--- src/rtl/uart_pkg.sv ---
// -----------------------------------------------------------------------------
// uart_pkg
// Shared definitions for the UART master endpoint:
//   - uart_state_e : state encoding used by both the TX and RX FSMs
//   - CLKS_PER_BIT_DEF / DATA_BITS_DEF : default frame timing and width
//   - parity_even  : even-parity bit over up to 32 data bits
// Optional build macro (affects users of this package): UART_PARITY_EN
// -----------------------------------------------------------------------------
package uart_pkg;

  localparam int CLKS_PER_BIT_DEF = 16;
  localparam int DATA_BITS_DEF    = 8;

  typedef enum logic [2:0] {
    IDLE   = 3'd0,
    START  = 3'd1,
    DATA   = 3'd2,
    PARITY = 3'd3,
    STOP   = 3'd4
  } uart_state_e;

  // Even parity: the bit that makes the total count of ones even.
  // Callers zero-extend their data word to 32 bits, which leaves the XOR unchanged.
  function automatic logic parity_even(input logic [31:0] data);
    return ^data;
  endfunction

endpackage

--- src/rtl/uart_rx_core.sv ---
// -----------------------------------------------------------------------------
// uart_rx_core
// Receive half of the UART master: 2-flop synchronizer on the raw rx pin
// followed by a mid-bit sampling FSM (IDLE, START, DATA, [PARITY], STOP).
// Optional build macro: UART_PARITY_EN (adds an even-parity bit check).
// Ports:
//   clk            : system clock, rising edge
//   rst_n          : asynchronous active-low reset
//   i_rx           : serial input, asynchronous to clk
//   o_rx_data      : last correctly received byte
//   o_rx_valid     : 1-cycle pulse when o_rx_data is updated
//   o_rx_frame_err : 1-cycle pulse on bad stop bit (or bad parity)
// -----------------------------------------------------------------------------
module uart_rx_core
  import uart_pkg::*;
#(
  parameter int CLKS_PER_BIT = CLKS_PER_BIT_DEF,
  parameter int DATA_BITS    = DATA_BITS_DEF
) (
  input  logic                 clk,
  input  logic                 rst_n,
  input  logic                 i_rx,
  output logic [DATA_BITS-1:0] o_rx_data,
  output logic                 o_rx_valid,
  output logic                 o_rx_frame_err
);

  localparam int CNT_W = $clog2(CLKS_PER_BIT + 1);
  localparam int BIT_W = $clog2(DATA_BITS + 1);

  logic                 r_sync1;
  logic                 r_sync2;
  logic                 r_rx_prev;
  uart_state_e          r_state;
  logic [CNT_W-1:0]     r_cnt;
  logic [BIT_W-1:0]     r_bit;
  logic [DATA_BITS-1:0] r_shift;
  logic [DATA_BITS-1:0] r_rx_data;
  logic                 r_rx_valid;
  logic                 r_frame_err;
  logic                 w_sample;
  logic                 w_fall;
  logic                 w_par_ok;

`ifdef UART_PARITY_EN
  logic                 r_par_err;
  assign w_par_ok = ~r_par_err;
`else
  assign w_par_ok = 1'b1;
`endif

  // The counter is a down-counter; a sample point is reached when it hits 1.
  assign w_sample = (r_cnt == CNT_W'(1));
  // Start detection needs a real 1->0 edge, so a line stuck low after a
  // framing error is ignored until it has gone back high.
  assign w_fall   = r_rx_prev & ~r_sync2;

  // Synchronizer for the asynchronous rx pin plus one-cycle history for edge detect.
  always_ff @(posedge clk or negedge rst_n) begin
    if (!rst_n) begin
      r_sync1   <= 1'b1;
      r_sync2   <= 1'b1;
      r_rx_prev <= 1'b1;
    end else begin
      r_sync1   <= i_rx;
      r_sync2   <= r_sync1;
      r_rx_prev <= r_sync2;
    end
  end

  // RX FSM: half-bit offset from the start edge, then one sample per bit period.
  always_ff @(posedge clk or negedge rst_n) begin
    if (!rst_n) begin
      r_state     <= IDLE;
      r_cnt       <= {CNT_W{1'b0}};
      r_bit       <= {BIT_W{1'b0}};
      r_shift     <= {DATA_BITS{1'b0}};
      r_rx_data   <= {DATA_BITS{1'b0}};
      r_rx_valid  <= 1'b0;
      r_frame_err <= 1'b0;
`ifdef UART_PARITY_EN
      r_par_err   <= 1'b0;
`endif
    end else begin
      r_rx_valid  <= 1'b0;
      r_frame_err <= 1'b0;
      case (r_state)
        IDLE: begin
          r_bit <= {BIT_W{1'b0}};
          if (w_fall) begin
            r_state <= START;
            r_cnt   <= CNT_W'(CLKS_PER_BIT / 2);
`ifdef UART_PARITY_EN
            r_par_err <= 1'b0;
`endif
          end else begin
            r_cnt <= {CNT_W{1'b0}};
          end
        end
        START: begin
          if (w_sample) begin
            if (r_sync2) begin
              // Line back high at mid start bit: glitch, drop it silently.
              r_state <= IDLE;
              r_cnt   <= {CNT_W{1'b0}};
            end else begin
              r_state <= DATA;
              r_cnt   <= CNT_W'(CLKS_PER_BIT);
            end
          end else begin
            r_cnt <= r_cnt - CNT_W'(1);
          end
        end
        DATA: begin
          if (w_sample) begin
            r_shift <= {r_sync2, r_shift[DATA_BITS-1:1]};
            r_cnt   <= CNT_W'(CLKS_PER_BIT);
            if (r_bit == BIT_W'(DATA_BITS - 1)) begin
`ifdef UART_PARITY_EN
              r_state <= PARITY;
`else
              r_state <= STOP;
`endif
            end else begin
              r_bit <= r_bit + BIT_W'(1);
            end
          end else begin
            r_cnt <= r_cnt - CNT_W'(1);
          end
        end
`ifdef UART_PARITY_EN
        PARITY: begin
          if (w_sample) begin
            r_par_err <= r_sync2 ^ parity_even(32'(r_shift));
            r_state   <= STOP;
            r_cnt     <= CNT_W'(CLKS_PER_BIT);
          end else begin
            r_cnt <= r_cnt - CNT_W'(1);
          end
        end
`endif
        STOP: begin
          if (w_sample) begin
            if (r_sync2 && w_par_ok) begin
              r_rx_data  <= r_shift;
              r_rx_valid <= 1'b1;
            end else begin
              r_frame_err <= 1'b1;
            end
            r_state <= IDLE;
            r_cnt   <= {CNT_W{1'b0}};
          end else begin
            r_cnt <= r_cnt - CNT_W'(1);
          end
        end
        default: begin
          r_state <= IDLE;
          r_cnt   <= {CNT_W{1'b0}};
        end
      endcase
    end
  end

  assign o_rx_data      = r_rx_data;
  assign o_rx_valid     = r_rx_valid;
  assign o_rx_frame_err = r_frame_err;

endmodule

--- src/rtl/uart_master.sv ---
// -----------------------------------------------------------------------------
// uart_master
// Full-duplex UART master endpoint: valid/ready byte stream <-> 8N1 serial.
// TX FSM lives here; the receive path is uart_rx_core.
// Optional build macro: UART_PARITY_EN (even parity bit after the data bits).
// Ports:
//   clk, rst_n     : clock (rising edge) and asynchronous active-low reset
//   i_tx_data      : byte to transmit, latched on i_tx_valid && o_tx_ready
//   i_tx_valid     : level valid; held high it sends consecutive bytes
//   o_tx_ready     : transmitter can accept a byte this cycle
//   o_rx_data      : last received byte
//   o_rx_valid     : 1-cycle pulse, o_rx_data updated
//   o_rx_frame_err : 1-cycle pulse, bad stop bit (or parity)
//   o_tx           : serial out, idle high
//   i_rx           : serial in, asynchronous to clk
// -----------------------------------------------------------------------------
module uart_master
  import uart_pkg::*;
#(
  parameter int CLKS_PER_BIT = CLKS_PER_BIT_DEF,
  parameter int DATA_BITS    = DATA_BITS_DEF
) (
  input  logic                 clk,
  input  logic                 rst_n,
  input  logic [DATA_BITS-1:0] i_tx_data,
  input  logic                 i_tx_valid,
  output logic                 o_tx_ready,
  output logic [DATA_BITS-1:0] o_rx_data,
  output logic                 o_rx_valid,
  output logic                 o_rx_frame_err,
  output logic                 o_tx,
  input  logic                 i_rx
);

  localparam int CNT_W = $clog2(CLKS_PER_BIT + 1);
  localparam int BIT_W = $clog2(DATA_BITS + 1);

  uart_state_e          r_tx_state;
  logic [CNT_W-1:0]     r_tx_cnt;
  logic [BIT_W-1:0]     r_tx_bit;
  logic [DATA_BITS-1:0] r_tx_shift;
  logic                 r_tx;
  logic                 r_tx_ready;
  logic                 w_tx_bit_end;
  logic                 w_tx_accept;
`ifdef UART_PARITY_EN
  logic                 r_tx_par;
`endif

  assign w_tx_bit_end = (r_tx_cnt == CNT_W'(CLKS_PER_BIT - 1));
  assign w_tx_accept  = i_tx_valid & r_tx_ready;

  // TX FSM. tx_ready is raised during the last stop-bit cycle so that a held
  // tx_valid starts the next frame on the very next edge with no idle gap.
  always_ff @(posedge clk or negedge rst_n) begin
    if (!rst_n) begin
      r_tx_state <= IDLE;
      r_tx_cnt   <= {CNT_W{1'b0}};
      r_tx_bit   <= {BIT_W{1'b0}};
      r_tx_shift <= {DATA_BITS{1'b0}};
      r_tx       <= 1'b1;
      r_tx_ready <= 1'b1;
`ifdef UART_PARITY_EN
      r_tx_par   <= 1'b0;
`endif
    end else begin
      case (r_tx_state)
        IDLE: begin
          r_tx_cnt <= {CNT_W{1'b0}};
          r_tx_bit <= {BIT_W{1'b0}};
          if (w_tx_accept) begin
            r_tx_shift <= i_tx_data;
`ifdef UART_PARITY_EN
            r_tx_par   <= parity_even(32'(i_tx_data));
`endif
            r_tx       <= 1'b0;
            r_tx_ready <= 1'b0;
            r_tx_state <= START;
          end else begin
            r_tx       <= 1'b1;
            r_tx_ready <= 1'b1;
          end
        end
        START: begin
          if (w_tx_bit_end) begin
            r_tx_state <= DATA;
            r_tx_cnt   <= {CNT_W{1'b0}};
            r_tx_bit   <= {BIT_W{1'b0}};
            r_tx       <= r_tx_shift[0];
          end else begin
            r_tx_cnt <= r_tx_cnt + CNT_W'(1);
          end
        end
        DATA: begin
          if (w_tx_bit_end) begin
            r_tx_cnt <= {CNT_W{1'b0}};
            if (r_tx_bit == BIT_W'(DATA_BITS - 1)) begin
`ifdef UART_PARITY_EN
              r_tx_state <= PARITY;
              r_tx       <= r_tx_par;
`else
              r_tx_state <= STOP;
              r_tx       <= 1'b1;
`endif
            end else begin
              r_tx_bit   <= r_tx_bit + BIT_W'(1);
              r_tx_shift <= {1'b0, r_tx_shift[DATA_BITS-1:1]};
              r_tx       <= r_tx_shift[1];
            end
          end else begin
            r_tx_cnt <= r_tx_cnt + CNT_W'(1);
          end
        end
`ifdef UART_PARITY_EN
        PARITY: begin
          if (w_tx_bit_end) begin
            r_tx_state <= STOP;
            r_tx_cnt   <= {CNT_W{1'b0}};
            r_tx       <= 1'b1;
          end else begin
            r_tx_cnt <= r_tx_cnt + CNT_W'(1);
          end
        end
`endif
        STOP: begin
          if (w_tx_bit_end) begin
            r_tx_cnt <= {CNT_W{1'b0}};
            if (w_tx_accept) begin
              r_tx_shift <= i_tx_data;
`ifdef UART_PARITY_EN
              r_tx_par   <= parity_even(32'(i_tx_data));
`endif
              r_tx       <= 1'b0;
              r_tx_ready <= 1'b0;
              r_tx_state <= START;
            end else begin
              r_tx       <= 1'b1;
              r_tx_ready <= 1'b1;
              r_tx_state <= IDLE;
            end
          end else begin
            r_tx_cnt <= r_tx_cnt + CNT_W'(1);
            if (r_tx_cnt == CNT_W'(CLKS_PER_BIT - 2)) begin
              r_tx_ready <= 1'b1;
            end else begin
              r_tx_ready <= 1'b0;
            end
          end
        end
        default: begin
          r_tx_state <= IDLE;
          r_tx       <= 1'b1;
          r_tx_ready <= 1'b1;
        end
      endcase
    end
  end

  assign o_tx       = r_tx;
  assign o_tx_ready = r_tx_ready;

  uart_rx_core #(
    .CLKS_PER_BIT (CLKS_PER_BIT),
    .DATA_BITS    (DATA_BITS)
  ) u_rx_core (
    .clk            (clk),
    .rst_n          (rst_n),
    .i_rx           (i_rx),
    .o_rx_data      (o_rx_data),
    .o_rx_valid     (o_rx_valid),
    .o_rx_frame_err (o_rx_frame_err)
  );

endmodule

--- config.mk ---
export PLATFORM = sky130hd
export DESIGN_NAME = uart_master
export DESIGN_NICKNAME = d
export VERILOG_FILES = /design/src/rtl/uart_pkg.sv /design/src/rtl/uart_rx_core.sv /design/src/rtl/uart_master.sv
export SDC_FILE = /design/constraint.sdc
export NUM_CORES = 1
export LEC_CHECK = 0
export CAP_MARGIN = 0
export CORE_ASPECT_RATIO = 2
export CORE_MARGIN = 5
export CORE_UTILIZATION = 45
export DETAILED_ROUTE_END_ITERATION = 6
export PLACE_DENSITY = 0.72
export SYNTH_ARGS = -nofsm -noshare
export SYNTH_HDL_FRONTEND = slang
export SYNTH_HIERARCHICAL = 1
export SYNTH_SLANG_ARGS = --single-unit
--- constraint.sdc ---
create_clock -name clk -period 4.15 [get_ports clk]
set_clock_uncertainty 0.15 [all_clocks]
set_input_delay 0.6225 -clock clk [delete_from_list [all_inputs] [get_ports clk]]
set_output_delay 0.6225 -clock clk [all_outputs]
set_load 0.02 [all_outputs]
* Word level (Yosys, flattened, before mapping)
Cells that the tools add are included.
Operators by class: muxes and demuxes 49, $add $sub $neg 4, equal/unequal tests 23, reduce and logical (&&, ||, !) cells 16, bitwise logic cells 3
Operators with widths (count):
- 8-bit two-way mux | 4
- 3-bit two-way mux | 10
- 5-bit two-way mux | 5
- 4-bit two-way mux | 6
- 3-bit case mux with 4 select lines | 2
- 8-bit case mux with 3 select lines | 1
- 5-bit case mux with 4 select lines | 1
- 1-bit two-way mux | 14
- 2-bit != test (second input constant) | 7
- 4-bit case mux with 3 select lines | 1
- 5-bit by 4-bit == test with 1-bit output (second input constant) | 2
- 2-bit by 1-bit != test with 1-bit output (second input constant) | 5
- 5-bit case mux with 2 select lines | 1
- 5-bit AND reduction | 2
- 3-bit AND reduction | 3
- 4-bit by 1-bit adder with 4-bit output (second input constant) | 2
- 4-bit by 3-bit == test with 1-bit output (second input constant) | 2
- 4-bit case mux with 2 select lines | 1
- 4-bit AND reduction | 2
- 3-bit by 1-bit == test with 1-bit output (second input constant) | 2
- 3-bit by 2-bit == test with 1-bit output (second input constant) | 2
- 3-bit == test (second input constant) | 2
- 3-bit zero test | 2
- 3-bit nonzero test | 2
- 12 further kinds | 14
Word-level totals: bits in registers 55, word-level logic and storage cells 111

* Longest topological paths before layout
depth after elaboration 4, gate-level depth with buffers 7

* Modules after synthesis
The synthesis kept the hierarchy.
Modules (own cells, without submodules):
- uart_rx_core | sequential area each 829.5 um2, cells an instance 123, area an instance 1476.4 um2, instances 1
- uart_master | sequential area each 553.0 um2, cells an instance 129, area an instance 1363.8 um2, instances 1

* Worst setup path after synthesis
OpenSTA, ideal clock, no wires.
path kind flip-flop to flip-flop, start point register u_rx_core.r_cnt[1], end point register u_rx_core.r_bit[3], arrival time 1.915 ns, setup slack 2.018 ns, period minus slack after synthesis 2.132 ns, data required time 3.934 ns, stages on the path, launching flop included 8, cell sequence dfrtp_1 inv_1 ha_1 or4b_1 buf_2 or4_1 o21ai_1 a22o_1
Between the ends: longest elaborated chain between the ends 3
RTL lines:
- start, declared | RTL line uart_rx_core.sv:35 | logic [CNT_W-1:0] r_cnt;
- start signal, assigned | RTL line uart_rx_core.sv:75 | r_cnt <= {CNT_W{1'b0}};
- start signal, assigned | RTL line uart_rx_core.sv:92 | r_cnt <= CNT_W'(CLKS_PER_BIT / 2);
- start signal, assigned | RTL line uart_rx_core.sv:97 | r_cnt <= {CNT_W{1'b0}};
- 5-bit by 1-bit == test with 1-bit output | RTL line uart_rx_core.sv:53 | assign w_sample = (r_cnt == CNT_W'(1));
- 2-bit by 1-bit != test with 1-bit output (no line)
- 3-bit AND reduction (no line)
- end signal, assigned | RTL line uart_rx_core.sv:76 | r_bit <= {BIT_W{1'b0}};
- end signal, assigned | RTL line uart_rx_core.sv:89 | r_bit <= {BIT_W{1'b0}};
- end signal, assigned | RTL line uart_rx_core.sv:125 | r_bit <= r_bit + BIT_W'(1);
- end, declared | RTL line uart_rx_core.sv:36 | logic [BIT_W-1:0] r_bit;
No other way between the ends. A chain may end at the register's enable or synchronous reset.

* Worst setup path in the final report
start point register u_rx_core.r_cnt[1], end point register u_rx_core.r_rx_data[5] (netlist: u_rx_core/o_rx_data[5])
Between the ends: longest elaborated chain between the ends 2
RTL lines:
- 5-bit by 1-bit == test with 1-bit output | RTL line uart_rx_core.sv:53
- 3-bit AND reduction (no line)
- end signal, assigned | RTL line uart_rx_core.sv:78 | r_rx_data <= {DATA_BITS{1'b0}};
- end signal, assigned | RTL line uart_rx_core.sv:145 | r_rx_data <= r_shift;
- end, declared | RTL line uart_rx_core.sv:38 | logic [DATA_BITS-1:0] r_rx_data;
No other way between the ends.

==> results.txt <==
In the post-synthesis netlist, the cell with the most instances is dfrtp_1. The chip width is 66.2 um. Number of nets in the synthesized netlist: 270. The slew of the pin with the lowest slew margin came out at 0.846 ns. A synthesized cell averages 11.3 um^2. The number of design-rule violations left by the first detailed-router iteration came out at 76.

The H-tree was split into 2 levels. The final weighted congestion in routability-driven placement came out at 0.843. TritonCTS built the clock tree. For this design, the CTS-stage hold fixing added 0 buffers.

The register bit total from synthesis works out to 55. After synthesis the cells add up to 2840 um^2. After clock tree synthesis, the clock-pin slew on the worst setup and hold paths is 0.07 ns.

The number of setup buffers added after CTS is 0. Insertion delay of the later-clocked pin in the worst-skew pair: 0.29 ns. In this run the power density over the cells is 541 nW/um^2. For this run, design rule violations remaining after detail routing come to 0.

The number of primary I/O pins was 24. The run gives 0 as the final antenna-violating net count. Summed over all layers, the routed wires come to 5.09 mm.

For the global-route congestion overflow total, the log shows 0. The maximum cell stage delay along the critical path is 0.58 ns, and the total count of max-transition violations in the final report is 0. Cell with the largest stage delay on the worst path: nor4b_2.

The number of gates given a new drive strength after cts is 0. The net count of the finished layout is 287. The worst setup path startpoint is u_rx_core/r_cnt[1]. From synthesis to final layout, the design area changed by 14.3%. Maximum clock rate: 0.422 GHz.

The tools report the core utilization of the finished layout as 52.3%. After layout, the minimum clock period comes to 2.37 ns. The flow ran to the end, and the final reports show no timing, DRC or antenna violations. STA puts the critical path data required time at 4.18 ns.

The average detailed-routed wire length per instance was 14.3 um. Yosys printed 6 warnings. Buffers placed on the I/O ports in this run total 23. For this run, asynchronously set or reset flops after synthesis account for 100%. In this run the most critical hold path is launched from u_rx_core/r_sync1.

Synthesis produced a netlist whose cell count is 252. The unique cell type count in the Yosys netlist is 59, and the die height is 122 um. The worst setup path is of the flop to flop kind. In this run the biggest area consumer among cell types represents 44.1% of the synthesized area. Counting every sink on the clock net gives 55.

The floorplan has 41 rows. For the die area, the log shows 8100 um^2. After layout, the worst path uses 57.1% of the clock period.

Setup violations remaining at the end of the flow were counted as 0. By count the netlist is led by dfrtp_1, mux2_2, nor2_1, nand2_1. The total count of hold-check failures in the final report was 0. Counting flops with a built-in enable in the synthesized netlist gives 0. The first global-routing pass estimated 9.05 mm of wire. The biggest fanout along the worst timing path came out at 9. The placed instances occupy a cell area of 3090 um^2. The register area share after synthesis is 48.7%, and the first-pass iteration count of the detailed router is 4. The detailed-placement wirelength estimate was 3.63 mm.

Walking the worst path, the cells encountered are inv_1 -> ha_1 -> nor4b_2 -> nand3_1 -> mux2_2. The worst register-to-register path begins at u_rx_core/r_cnt[1]. For the number of antenna violations at the first check in global routing, the log shows 0. Of all cell types, the one taking the most synthesized area is dfrtp_1. Measured against its own limit, the worst slew margin works out to 43.6%. The tool flagged a number of max-cap violations equal to 0.

The total vias in the final route is 1982. The finished cells cover 3250 um^2. The most used flip-flop cell after synthesis is dfrtp_1. For the worst setup path, the data arrival time is 2.40 ns. The analysis attributes to cell leakage a power of 1.42 nW. The fraction of final layout cells with drive strength greater than 1 was 22.2%; the count of antenna diodes in the layout was 0. The footprint of the multi-input gates came out at 1340 um^2. Across all register-to-register paths, the minimum setup slack is 1.78 ns. Once the floorplan was initialized, standard cells occupied 45.8% of the core. For the number of global-route vias before repair, the log shows 1933.

In the post-synthesis netlist, the biggest area contributors are dfrtp_1, mux2_2, dfstp_2, mux2_4, ha_1. For the final routed database, the setup TNS stands at 0 ns. Across the VDD grid, the largest voltage drop is 0.298 mV. For the fill cell total of the finished layout, the log shows 560. STA classifies the critical path startpoint as a flop. Setup repair after global routing left no endpoint under its margin. The kind of end point of the critical path is a flop. The tools report the global-route usage over all layers as 13.9%. The min-delay analysis places its worst path in the category flop to flop.

The longest clock path from root to sink contains 2 buffers. The tools report the sum of internal, switching and leakage power as 1.75 mW. The CTS buffer count is 5, and the detailed-route vias per instance is 5.57.

Entering global routing, the biggest net connects 40 pins. For the placeable core region, the log shows 6210 um^2. Registers take 1380 um^2.

Clock tree synthesis selected as its root buffer the cell clkbuf_16.
## sequential cells by signal, indices dropped and copies added, names as in the netlist
signal / flops
u_rx_core/r_cnt: 5
r_tx_shift: 8
r_tx_bit: 4
u_rx_core/r_state: 3
r_tx_cnt: 5
u_rx_core/r_sync2: 1
o_tx_ready: 1
u_rx_core/r_rx_prev: 1
u_rx_core/o_rx_frame_err: 1
u_rx_core/r_shift: 8
r_tx_state: 3
u_rx_core/o_rx_data: 8
o_tx: 1
u_rx_core/r_sync1: 1
u_rx_core/o_rx_valid: 1
u_rx_core/r_bit: 4
## cell usage in the layout (no fill, tap or decap), drive strengths merged, types with 5 or more instances in the layout
cell type,n
clkdlybuf4s50,22
mux2,32
dfrtp,50
inv,9
nor2,20
nand2,13
ha,6
clkbuf,5
a31oi,6
dfstp,5
nand3,7
o22ai,5
o21ai,9
a21oi,8
nor3,9
## worst max-delay path, delay by kind of cell (launching register included)
family	cells	cell delay [ns]
fa+ha+maj	1	0.17
buf+inv	1	0.08
mux	1	0.41
flops	1	0.37
simple gates	2	1.08
## path summary, 6_finish.rpt
check / depth (start not counted) / to
worst max-delay path: 5 / u_rx_core/o_rx_data[5]
worst min register to register: 0 / u_rx_core/r_sync2
worst min-delay path: 0 / u_rx_core/r_sync2
max in group asynchronous: 2 / u_rx_core/r_rx_prev
worst max register to register: 5 / u_rx_core/o_rx_data[5]
min in group asynchronous: 1 / r_tx_cnt[0]
## cells by family after synthesis
logic type | share of synthesized area, %
buf+inv | 4.14
compound gates | 12.2
simple gates | 16.2
xor+xnor | 1.23
mux | 13.8
fa+ha+maj | 3.70
flops | 48.7
## per-layer routing
layer / share of wire (%) / up-vias / global-route usage, %
met5: 0 / - / 0
met4: 1.5 / 0 / 4.45
met3: 5.5 / 8 / 2.93
met2: 47 / 66 / 21.7
met1: 46 / 954 / 19.2
li1: - / 954 / -
## power by group
part	internal (mW)	switching [mW]
combinational	0.267	0.271
clock	0.229	0.195
sequential	0.653	0.140
## cell type report
| type | instances | area share [%] |
|---|---|---|
| clock inverter | 3 | 0.848 |
| clock buffer | 5 | 3.86 |
| sequential | 55 | 42.6 |
| multi-input combinational | 175 | 41.3 |
| inverter | 8 | 0.925 |
| tap | 86 | 3.32 |
| timing repair buffer | 24 | 7.17 |
## stage by stage
step                      worst slack [ns]  instances  hold slack, ns
after floorplan                       2.02        252           0.177
after global placement                1.81        348           0.195
after detailed placement              1.78        348           0.199
after CTS                             1.77        356           0.210
after global routing                  1.59        356           0.214
final                                 1.78        356           0.209
Note: power is estimated with default switching activity, not from simulation.
==> patch (same settings) <==
Re-encode `uart_state_e` (5 states) as Gray code, 3 bits wide.
--- a/src/rtl/uart_pkg.sv
+++ b/src/rtl/uart_pkg.sv
@@ -14,7 +14,7 @@
   typedef enum logic [2:0] {
-    IDLE   = 3'd0,
-    START  = 3'd1,
-    DATA   = 3'd2,
-    PARITY = 3'd3,
-    STOP   = 3'd4
+    IDLE   = 3'b000,
+    START  = 3'b001,
+    DATA   = 3'b011,
+    PARITY = 3'b010,
+    STOP   = 3'b110
   } uart_state_e;
Formal check against the unedited RTL: same outputs for any inputs over 10 cycles, from zero or initial values and one cycle with rst_n low; not proved beyond that.
==> patch against the original RTL <==
Sequential cell count is the same. Total power grew 4.7%. Worst setup slack lost 94 ps. Wire length grew 2.4%. Global-route usage grew 0.79 points. Sequential power grew 4.4%. Critical endpoint is now r_tx_shift[4]. Area after synthesis shrank 2.0%. Combinational power grew 9.9%. Largest power group unchanged. Core utilization grew 0.63 points. Cell area shrank 2.1%. Die area shrank 1.8%. Sequential share of layout area grew 0.91 points.
==> patch: results (changes against the original RTL) <==
stage,metric,value,unit,change
power,ir_worst_vdd,0.329,mV,+10%
global_route,grt_pass1_wl,9050,um,about the same
power,pg_clk,0.418,mW,-1%
synth,synth_area_leaders,"dfrtp_1 45%, mux2_2 11%, dfstp_2 4.7%",,
detailed_routing,drtIter0Drc,106,,+39%
critical_path,rrSetupSlack,1690,ps,-90 ps
clock_tree,clk_pin_slew,70,ps,about the same
clock_tree,numCtsBuffers,5,,unchanged
placement,place_congestion,0.836,,-0.78%
sta,worst_hold_slack,174,ps,-35.6 ps
detailed_routing,drt-total-wl,5210,um,+2.4%
synth,synth_commonest_cells,"50 x dfrtp_1, 27 x mux2_2, 16 x nand2_1, 16 x nor2_1, 14 x inv_1",,
synth,synthArstFlopShare,1.00,,unchanged
detailed_routing,ant_nets,0,,unchanged
synth,ys_types,54,,-8.5%
min_path,min_path_type,in2async,,
global_route,grt_antenna_before_repair,0,,unchanged
detailed_routing,viasPerCell,5.90,,+6.0%
critical_path,reg2regPathDepth,4,,-1
global_route,grt_use_total,0.147,,+0.00792
sta,clock.fmax,406,MHz,-3.8%
detailed_routing,first_pass_iters,4,,unchanged
sta,slew_headroom,0.601,,+0.165
power,seqPwrFrac,0.451,,about the same
power,power.internal,1.19,mW,+3.9%
layout,drive_above_1_share,0.190,,-0.0326
critical_path,critPathMaxFanout,17,,+8
placement,dp_cells,324,,-6.9%
clock_tree,insertion_delay,300,ps,
global_route,grt_max_degree,30,,-25%
clock_tree,clock-root-buffer,clkbuf_16,,
clock_tree,htree_levels,2,,unchanged
sta,finalSetupTns,0,ps,unchanged
clock_tree,cts_setup_buffers,0,,unchanged
placement,place_area,3030,um2,-2.1%
power,leakagePower,1.41,nW,-0.64%
layout,num-fill-cells,540,,-3.6%
placement,port-buffer-count,23,,unchanged
clock_tree,clockBufferDepth,2,,unchanged
layout,fin_nets,286,,-0.35%
power,clockPowerShare,0.228,,-0.014
placement,place_hpwl,3850,um,+5.8%
critical_path,cpMaxStageDelayCell,dfrtp_1,,
synth,syn_nets,266,,-1.5%
critical_path,max_stage_delay,680,ps,+100 ps
run_status,status,completed,,
layout,n_antenna_cell,0,,unchanged
clock_tree,cts_resized,0,,unchanged
critical_path,cp.arrival,2490,ps,+90 ps
detailed_routing,vias,1960,,-1.1%
synth,yosysWarnings,6,,unchanged
synth,synthCells,248,,-1.6%
synth,seq_area_frac_synth,0.497,,+0.0101
[patch: changes by cell type after synthesis, sizes merged, moves of 4 or more]
cell / before / now
a22o: 4 / 0
inv: 8 / 14
mux2: 32 / 27
mux2i: 1 / 6
nand3: 7 / 11
nand3b: 1 / 5
nor2: 20 / 16
nor3: 9 / 4
[patch: final cells by class]
cell class | count | area, um2 | area share
inverter | 14 | 52.6 | 0.0165
clock buffer | 5 | 125 | 0.0394
sequential | 55 | 1380 | 0.435
tap | 63 | 78.8 | 0.0248
timing repair buffer | 24 | 233 | 0.0732
clock inverter | 3 | 25.0 | 0.00787
multi-input combinational | 168 | 1280 | 0.403
[patch: kinds of logic after synthesis]
logic type	after synthesis	synth area share
compound gates	52	0.140
xor+xnor	3	0.00944
fa+ha+maj	6	0.0270
buf+inv	25	0.0427
flops	55	0.497
mux	33	0.131
simple gates	74	0.153
[patch: worst paths after layout]
kind | from | endpoint
max in group asynchronous | rst_n | u_rx_core/r_sync1
min | rst_n | u_rx_core/o_rx_data[2]
max reg2reg | r_tx_state[0] | r_tx_shift[4]
max | r_tx_state[0] | r_tx_shift[4]
min reg2reg | u_rx_core/r_sync1 | u_rx_core/r_sync2
min in group clk | u_rx_core/r_sync1 | u_rx_core/r_sync2
[patch: routing by layer]
metal	routed length [um]	vias up	GRT usage
met5	0	-	0
met4	176	0	0.0818
met3	153	15	0.0361
met2	2870	39	0.253
met1	2010	954	0.160
li1	-	952	-
[patch: critical path, delay by kind of cell (launching register included)]
kind,cells,cell delay (ps)
AO/OA/AOI/OAI,2,630
flip-flops,1,680
multiplexers,1,390
AND/OR/NAND/NOR,1,490
